`src/rtl/logic_eval_pipe.sv`:
```
// logic_eval_pipe: two-stage valid/ready pipeline of per-channel bitwise 3-input logic functions.
// Define LOGIC_EVAL_CHG_CNT_EN to add the saturating chg_cnt output.
module logic_eval_pipe #(
    parameter int WIDTH = 8,
    parameter int CH    = 2
) (
    input  logic                clk,
    input  logic                rst_n,
    input  logic                in_valid,
    output logic                in_ready,
    input  logic [1:0]          op,
    input  logic [CH*WIDTH-1:0] a,
    input  logic [CH*WIDTH-1:0] b,
    input  logic [CH*WIDTH-1:0] c,
    output logic                out_valid,
    input  logic                out_ready,
    output logic [CH*WIDTH-1:0] y,
    output logic [CH-1:0]       d
`ifdef LOGIC_EVAL_CHG_CNT_EN
    ,
    output logic [15:0]         chg_cnt
`endif
);
    localparam int W = CH * WIDTH;

    logic          s1_v;
    logic [1:0]    s1_op;
    logic [W-1:0]  s1_a, s1_b, s1_c, y_nxt;
    logic [CH-1:0] d_nxt;
    logic          s2_load;

    always_comb
        y_nxt = s1_op == 2'b00 ? s1_a & s1_b & s1_c :
                s1_op == 2'b01 ? s1_a | s1_b | s1_c :
                s1_op == 2'b10 ? s1_a ^ s1_b ^ s1_c :
                                 (s1_a & s1_b) | (s1_b & s1_c) | (s1_a & s1_c);

    always_comb begin
        d_nxt = '0;
        for (int k = 0; k < CH; k++)
            d_nxt[k] = ^y_nxt[k*WIDTH +: WIDTH];
    end

    assign s2_load  = s1_v && (!out_valid || out_ready);
    // Equals "S1 empty or S1 drains this edge", so it doubles as the S1 load enable.
    assign in_ready = !(s1_v && out_valid && !out_ready);

    always_ff @(posedge clk or negedge rst_n) begin
        if (!rst_n) begin
            s1_v  <= 1'b0;
            s1_op <= '0;
            s1_a  <= '0;
            s1_b  <= '0;
            s1_c  <= '0;
        end else if (in_ready) begin
            s1_v <= in_valid;
            if (in_valid) begin
                s1_op <= op;
                s1_a  <= a;
                s1_b  <= b;
                s1_c  <= c;
            end
        end
    end

    always_ff @(posedge clk or negedge rst_n) begin
        if (!rst_n) begin
            out_valid <= 1'b0;
            y         <= '0;
            d         <= '0;
        end else if (s2_load) begin
            out_valid <= 1'b1;
            y         <= y_nxt;
            d         <= d_nxt;
        end else if (out_ready) begin
            out_valid <= 1'b0;
        end
    end

`ifdef LOGIC_EVAL_CHG_CNT_EN
    logic [W-1:0] last_y;

    always_ff @(posedge clk or negedge rst_n) begin
        if (!rst_n) begin
            last_y  <= '0;
            chg_cnt <= '0;
        end else if (out_valid && out_ready) begin
            last_y <= y;
            if (y != last_y && chg_cnt != 16'hFFFF)
                chg_cnt <= chg_cnt + 16'd1;
        end
    end
`endif
endmodule

```
`config.mk`:
```
export PLATFORM = sky130hd
export DESIGN_NAME = logic_eval_pipe
export DESIGN_NICKNAME = d
export VERILOG_FILES = /design/src/rtl/logic_eval_pipe.sv
export SDC_FILE = /design/constraint.sdc
export NUM_CORES = 1
export LEC_CHECK = 0
export CAP_MARGIN = 20
export CORE_MARGIN = 5
export CORE_UTILIZATION = 54
export CTS_CLUSTER_SIZE = 8
export DETAILED_ROUTE_END_ITERATION = 10
export PLACE_DENSITY = 0.81
export SLEW_MARGIN = 20
export SYNTH_ARGS = -nofsm -noshare
export SYNTH_HDL_FRONTEND = slang
export SYNTH_SLANG_ARGS = --single-unit
```
`constraint.sdc`:
```
create_clock -name clk -period 2.6 [get_ports clk]
set_input_delay 0.65 -clock clk [delete_from_list [all_inputs] [get_ports clk]]
set_output_delay 0.65 -clock clk [all_outputs]
set_load 0.02 [all_outputs]
```
# == Yosys cells after proc, flatten, opt, wreduce, memory -nomap -nowiden ==
# Cells that the tools add are included.
# totals
register_bits,70
latchBits,0
mem_bits_rw,0
romBits,0
in_bits,54
output_inout_bits,20
wordCells,38
memories,0
# classes
add_sub_neg,0
n_mul,0
div,0
order_cmp,0
n_eq_ne,2
shifts,0
n_mux,5
bitwise_logic,11
reduce_logical,12
# ops
cell,count
$and A16 B16 Y16,4
$or A16 B16 Y16,4
$mux W16,3
$xor A16 B16 Y16,2
$reduce_xor A8 Y1,2
$logic_and A1 B1 Y1,3
$logic_not A1 Y1,3
$eq A2 B1 Y1 const B,1
$eq A2 B2 Y1 const B,1
$logic_not A2 Y1,1
$mux W1,2
$reduce_and A2 Y1,1
$reduce_bool A2 Y1,1
$logic_or A1 B1 Y1,1
$not A1 Y1,1

# == Logic depth before layout (Yosys ltp) ==
# Gate-level depths: netlist of run 1.
# depth
word_depth,7
ltp_mapped,9
depth_no_buf,9

# == Worst setup path before layout of run 1 ==
# No wires, ideal clock.
# synth_timing
path_type,reg2reg
startpoint,register s1_a[0]
endpoint,register d[0]
setup_ps,76
arrival_ps,2107
required_time_ps,2524
path_slack_ps,416
stages_incl_launch_ff,9
n_path_buf,0
synth_period_minus_slack_ps,2184
cell_sequence,dfrtp_1 > fa_1 > mux2_1 > a22oi_1 > a21o_1 > o211ai_1 > xnor2_1 > xnor3_1 > o21ai_1
# synth_between
elab_chain_len,7
word_cells_on_any_way,13
cone_classes,3 x mux; 9 x bitwise; 1 x reduce/logical
# synth_rtl
item,line_no,text
start: declaration,28,"logic [W-1:0] s1_a, s1_b, s1_c, y_nxt;"
start signal: assignment,52,s1_a <= '0;
start signal: assignment,59,s1_a <= a;
$and A16 B16 Y16,"33, 36",
$or A16 B16 Y16 (2 in a row),36,(s1_a & s1_b) | (s1_b & s1_c) | (s1_a & s1_c);
$mux W16,35,s1_op == 2'b10 ? s1_a ^ s1_b ^ s1_c :
$mux W16,34,s1_op == 2'b01 ? s1_a | s1_b | s1_c :
$mux W16 *,33,y_nxt = s1_op == 2'b00 ? s1_a & s1_b & s1_c :
$reduce_xor A8 Y1 *,41,d_nxt[k] = ^y_nxt[k*WIDTH +: WIDTH];
end signal: assignment,74,d <= d_nxt;
end: declaration,18,output logic [CH-1:0] d
# Mark *: on every way between the ends. The rest lies on a longest branch, timed or not.
# A chain may end at the register's enable or synchronous reset.

# == Final worst setup path of run 1 ==
# layout_timing
startpoint,input out_ready
endpoint,output in_ready
# layout_between
elab_chain_len,3
# layout_rtl
item,line_no,text
start: declaration,16,"input logic out_ready,"
$logic_not A1 Y1,46,assign in_ready = !(s1_v && out_valid && !out_ready);
$logic_and A1 B1 Y1,46,
$logic_not A1 Y1,46,
end: declaration,10,"output logic in_ready,"
# No other way between the ends.

==> results of run 1 <==
## through the flow
step	utilization	area [um2]
4_1_cts	0.703	5460
2_1_floorplan	-	4350
5_1_grt	0.703	5460
6_report	0.703	5460
3_3_place_gp	0.674	5240
3_5_place_dp	0.674	5240
## cell families (layout without fill, tap and decap cells)
group	after synthesis	in the layout
fa+ha+maj	48	48
simple gates	55	55
flops	70	70
mux	66	66
xor+xnor	10	10
compound gates	77	77
buf+inv	59	143
## area by class of cell
type	count	area (um2)
clock buffer	14	183
clock inverter	2	37.5
fill	570	2310
inverter	43	161
tap	102	128
multi-input combinational	256	2350
sequential	70	1750
timing repair buffer	84	846
## sequential cells by signal (all words and copies together), names as in the netlist
register / flops
out_valid: 1
s1_op: 2
s1_b: 16
y: 16
s1_c: 16
s1_a: 16
s1_v: 1
d: 2
## synthesized netlist by cell type, types with 2 or more instances
library cell	number	area [um2]
a211oi_1	2	15.0
a21o_1	4	30.0
a21oi_1	21	105
a21oi_2	3	26.3
a22oi_1	4	30.0
a31oi_1	4	25.0
buf_1	6	22.5
buf_4	3	22.5
buf_6	2	22.5
clkbuf_1	4	15.0
dfrtp_1	70	1750
fa_1	16	320
ha_1	32	400
inv_1	42	158
mux2_1	2	22.5
mux2_2	53	597
mux2_4	3	45.0
mux2i_1	8	80.1
nand2_1	26	97.6
nand2b_1	9	56.3
nand3_1	3	15.0
nor2_1	7	26.3
nor3_1	5	25.0
o211ai_1	9	67.6
o21a_1	2	15.0
o21ai_0	14	70.1
o21ai_1	6	30.0
o21ai_2	3	26.3
xnor2_1	7	61.3
## worst register-to-register path, stage by stage (launching register included)
cell and delay (ns):
dfrtp_1 0.43, fa_1 0.48, mux2_1 0.29, a22oi_1 0.29
a21o_1 0.17, o211ai_1 0.13, xnor2_1 0.20, xnor3_1 0.23
o21ai_1 0.13
## power groups by stage
stage          combinational [mW]  clock, mW  sequential, mW
6_report                     1.62      0.946            1.54
5_1_grt                      1.79       1.02            1.57
4_1_cts                      1.63      0.974            1.54
3_5_place_dp                 1.62          0            1.56
3_3_place_gp                 1.56          0            1.54
2_1_floorplan               0.977          0            1.62
## worst max-delay path by stage
stage                         start        to  slack, ns  cells past startpoint
final                     out_ready  in_ready       0.11                      3
after global routing        s1_a[0]      d[0]       0.04                      8
after CTS                 out_ready  in_ready       0.11                      3
after detailed placement  out_ready  in_ready       0.11                      3
after global placement    out_ready  in_ready       0.11                      3
after floorplan             s1_a[0]      d[0]       0.42                      8
## routing by layer
metal  vias up  GRT usage  routed length (um)
met1      1520      0.236                3780
met4         0     0.0620                 122
met3        17     0.0519                 445
met5         -          0                   0
met2        85      0.327                4480
li1       1452          -                   -
==> reports/results.tsv, run 1 <==
metric	value	unit
status	finished, final reports clean	
Tot Pwr	4.11	mW
Crit path top cell by count	clkdlybuf4s50_1	
R2R Setup Slk	0.18	ns
post-synthesis simple-gate area fraction	0.0587	
Setup TNS Final	0	ns
drt pass-1 iters	4	
XOR/XNOR Fraction of Synth Area	0.0267	
largest net degree at the start of global routing	71	
Final Cycle Share	0.957	
die area	9950	um2
Least-Margin Pin Slew	0.455	ns
Avg Inst Size Synth	11.3	um2
post-place setup slack	0.105	ns
Clk pin slew, worst setup/hold paths	0.07	ns
post-layout min period	2.49	ns
switching pwr	1.39	mW
register bit total from synthesis	70	
Ant. Diodes	0	
post-synthesis sequential area ratio	0.403	
Comb power frac	0.395	
Rows	32	
Max Cap Violations	0	
most frequent cells in the layout	72 x clkdlybuf4s50_1, 70 x dfrtp_1, 53 x mux2_2	
residual DRC count	0	
Hold Buf Count CTS	0	
post-cts sizing count	0	
die width	99.8	um
total gr overflow	0	
Reg power frac	0.375	
critical path's largest stage delay	0.61	ns
initial DRC count	102	
Placed Instances	555	
PwrDens	753	nW/um2
max frequency	402	MHz
ratio of cells with drive above 1 in the final layout	0.205	
cell count after synthesis	385	
total CTS buffers	9	
Synth Area in Adders	0.166	
synthesized area	4350	um2
Cell variety after synth	44	
Num Clock Sinks	70	
commonest non-fill, non-tap cell in the layout	clkdlybuf4s50_1	
Post-Syn Nets	487	
Yosys warning count	0	
Area Overhead vs Synth	25.5	%
Rel. slew slack	0.697	
Routed Antenna Nets	0	
Initial Utilization	0.560	
CP Max Fanout	2	
WL final	8.83	mm
Finished Layout Cells	571	
Critical R2R Launch	s1_a[0]	
WP data arrival	1.84	ns
routed vias	3074	
worst path cell trace	clkdlybuf4s50_1, nand3b_1, clkdlybuf4s50_1	
final setup violation count	0	
EDFF count, synth	0	
CTS tree	yes	
RSZ-0062 raised after global routing	no	
CTS max path bufs	2	
routed length per instance	15.5	um
ys async rst share	1.00	
Layout Nets	566	
Via density	5.38	
Placer Congestion	0.839	
CP delay by family, top	buffers and inverters	
clock latency reported for the late side of the worst-skew pair	0.34	ns
die height	99.8	um
initial antenna violation count	0	
fin. max-slew vios	0	
Crit Path Category	input port to output port	
vias in the first global route	3232	
PortBufs	73	
Leakage Power	2.45	nW
H-tree depth	3	
Post-CTS Setup Inserts	0	
Synth Area in Compound Gates	0.118	
Internal	2.72	mW
first-pass GRT wire length	15.1	mm
multiplexer share of the synthesized area	0.171	
Core ar.	7770	um2
data required time of the worst path	1.95	ns
largest family of logic cells by synthesized area	multiplexers	
Worst Hold Slack	0.326	ns
Sw Share	0.339	
Root Buffer	clkbuf_8	
post-route setup slack	0.111	ns
CP startpoint kind	input port	
overall routing resource usage	0.192	
R2R depth	8	
detailed placement HPWL	6.51	mm
Crit. End Element	output port	
Slowest-stage cell, CP	clkdlybuf4s50_1	
clk_skew	0.00657	ns
Worst R2R End	d[0]	
peak supply drop	500	uV
top_reg_cell synth	dfrtp_1	
worst path bufs/invs	2	
Clk pwr share	0.230	
Hold Crit Class	input port to async pin	
Hold Fails Final Rpt	0	
I/O pin cnt	74	
No activity file was read; power rests on OpenSTA's default activity.
==> inputs of run 2 (changes only) <==
--- a/config.mk
+++ b/config.mk
@@ -6,11 +6,13 @@
 export NUM_CORES = 1
 export LEC_CHECK = 0
 export CAP_MARGIN = 20
+export CELL_PAD_IN_SITES_DETAIL_PLACEMENT = 1
+export CELL_PAD_IN_SITES_GLOBAL_PLACEMENT = 2
 export CORE_MARGIN = 5
-export CORE_UTILIZATION = 54
+export CORE_UTILIZATION = 35
 export CTS_CLUSTER_SIZE = 8
 export DETAILED_ROUTE_END_ITERATION = 10
-export PLACE_DENSITY = 0.81
+export PLACE_DENSITY_LB_ADDON = 0.1
 export SLEW_MARGIN = 20
 export SYNTH_ARGS = -nofsm -noshare
 export SYNTH_HDL_FRONTEND = slang
==> reports/results.tsv, run 2 (synthesis gave the netlist of run 1 again) <==
metric	value	unit	change
fin. max-slew vios	0		unchanged
Internal	2.86	mW	+5.2%
Rel. slew slack	0.392		-0.305
initial antenna violation count	0		unchanged
Ant. Diodes	0		unchanged
utilization after layout	0.461		-0.242
most frequent cells in the layout	72 x clkdlybuf4s50_1, 70 x dfrtp_1, 53 x mux2_2		
Hold Crit Class	input port to async pin		
Post-CTS Setup Inserts	0		unchanged
WP data arrival	1.87	ns	+0.03 ns
overall routing resource usage	0.149		-0.0426
clock latency reported for the late side of the worst-skew pair	0.34	ns	about the same
status	finished, final reports clean		
Setup TNS Final	0	ns	unchanged
post-cts sizing count	0		unchanged
Num Clock Sinks	70		unchanged
R2R Setup Slk	0.23	ns	+0.05 ns
Via density	4.74		-12%
Max Cap Violations	0		unchanged
grt met2 use	0.245		-0.0824
Slowest-stage cell, CP	clkdlybuf4s50_1		
die width	121	um	+22%
max frequency	396	MHz	-1.4%
Least-Margin Pin Slew	0.912	ns	+0.457 ns
Crit. End Element	output port		
detailed placement HPWL	7.31	mm	+12%
Layout Nets	566		unchanged
Root Buffer	clkbuf_16		
data required time of the worst path	1.95	ns	about the same
total CTS buffers	9		unchanged
peak supply drop	396	uV	-21%
PwrDens	772	nW/um2	+2.5%
met3 Usage GRT	0.0555		+0.00358
Hold Fails Final Rpt	0		unchanged
PortBufs	73		unchanged
clk_skew	0.00650	ns	-0.0000746 ns
Sw Share	0.336		-0.00262
routed length per instance	15.4	um	-0.26%
H-tree depth	3		unchanged
Crit path top cell by count	clkdlybuf4s50_1		
CP delay by family, top	buffers and inverters		
switching pwr	1.45	mW	+4.0%
Critical R2R Launch	s1_a[0]		
CTS max path bufs	2		unchanged
Leakage Power	2.47	nW	+0.81%
critical path's largest stage delay	0.61	ns	about the same
Clk pin slew, worst setup/hold paths	0.05	ns	-0.02 ns
total gr overflow	0		unchanged
final setup violation count	0		unchanged
Routed Antenna Nets	0		unchanged
Initial Utilization	0.359		-0.201
Core ar.	12100	um2	+56%
initial DRC count	84		-18%
post-layout min period	2.52	ns	+0.0347 ns
first-pass GRT wire length	17.1	mm	+14%
Placed Instances	621		+12%
I/O pin cnt	74		unchanged
Finished Layout Cells	636		+11%
R2R depth	8		unchanged
number of fill cells	1332		+130%
die area	14800	um2	+48%
Hold Buf Count CTS	0		unchanged
commonest non-fill, non-tap cell in the layout	clkdlybuf4s50_1		
CP Max Fanout	2		unchanged
Area Overhead vs Synth	28.3	%	
met1 Use GR	0.183		-0.0529
GRT busiest layer	met2		
RSZ-0062 raised after global routing	no		
vias in the first global route	3380		+4.6%
Worst R2R End	d[0]		
Comb power frac	0.375		-0.020
worst path cell trace	clkdlybuf4s50_1, nand3b_1, clkdlybuf4s50_1		
largest net degree at the start of global routing	71		unchanged
Clk pwr share	0.266		+0.036
worst path bufs/invs	2		unchanged
die height	121	um	+22%
CTS tree	yes		
Reg power frac	0.359		-0.016
drt pass-1 iters	4		unchanged
residual DRC count	0		unchanged
CP startpoint kind	input port		
routed vias	3013		-2.0%
ratio of cells with drive above 1 in the final layout	0.199		-0.00597
Tot Pwr	4.31	mW	+4.8%
Final Cycle Share	0.971		+0.0133
WL final	9.81	mm	+11%
Rows	40		+25%
Crit Path Category	input port to output port		
Placer Congestion	0.707		-16%
run 2: per-layer routing:
layer	share of wire	vias to the layer above
met5	0	-
met4	0.013	0
met3	0.055	11
met2	0.48	58
met1	0.46	1492
li1	-	1452
run 2: final cells by class:
class                           count  area (um2)  share of cell area
Multi-Input combinational cell    256        2350               0.422
Sequential cell                    70        1750               0.314
Clock inverter                      1        5.00            0.000897
Clock buffer                       14         264              0.0473
Timing Repair Buffer               84         836               0.150
Inverter                           43         161              0.0289
Tap cell                          168         210              0.0377
run 2: power by group through the flow:
| stage | clock network (mW) | registers, mW | logic (mW) |
|---|---|---|---|
| 3_5_place_dp | 0 | 1.57 | 1.65 |
| 2_1_floorplan | 0 | 1.62 | 0.977 |
| 6_report | 1.15 | 1.55 | 1.61 |
| 5_1_grt | 1.24 | 1.59 | 1.82 |
| 4_1_cts | 1.19 | 1.56 | 1.66 |
| 3_3_place_gp | 0 | 1.56 | 1.60 |
run 2: worst register-to-register path: stages, from the launching register on:
cell and delay, ns:
dfrtp_1 0.42, fa_1 0.48, mux2_1 0.29, a22oi_1 0.28, a21o_1 0.17, o211ai_1 0.11, xnor2_1 0.19, xnor3_1 0.22
o21ai_1 0.13
run 2: worst max-delay path by stage:
stage               slack (ns)  cells after the start        to      start
finish                    0.08                      3  in_ready  out_ready
global route             0.009                      3  in_ready  out_ready
CTS                       0.06                      3  in_ready  out_ready
detailed placement        0.07                      3  in_ready  out_ready
global placement          0.11                      3  in_ready  out_ready
floorplan                 0.42                      8      d[0]    s1_a[0]
run 2: metrics by stage:
| step | hold slack (ns) | instance area (um2) | worst slack [ns] |
|---|---|---|---|
| 3_3_place_gp | 0.460 | 5310 | 0.110 |
| 6_report | 0.445 | 5580 | 0.0759 |
| 5_1_grt | 0.503 | 5580 | 0.00925 |
| 2_1_floorplan | 0.354 | 4350 | 0.416 |
| 4_1_cts | 0.482 | 5580 | 0.0606 |
| 3_5_place_dp | 0.470 | 5310 | 0.0731 |
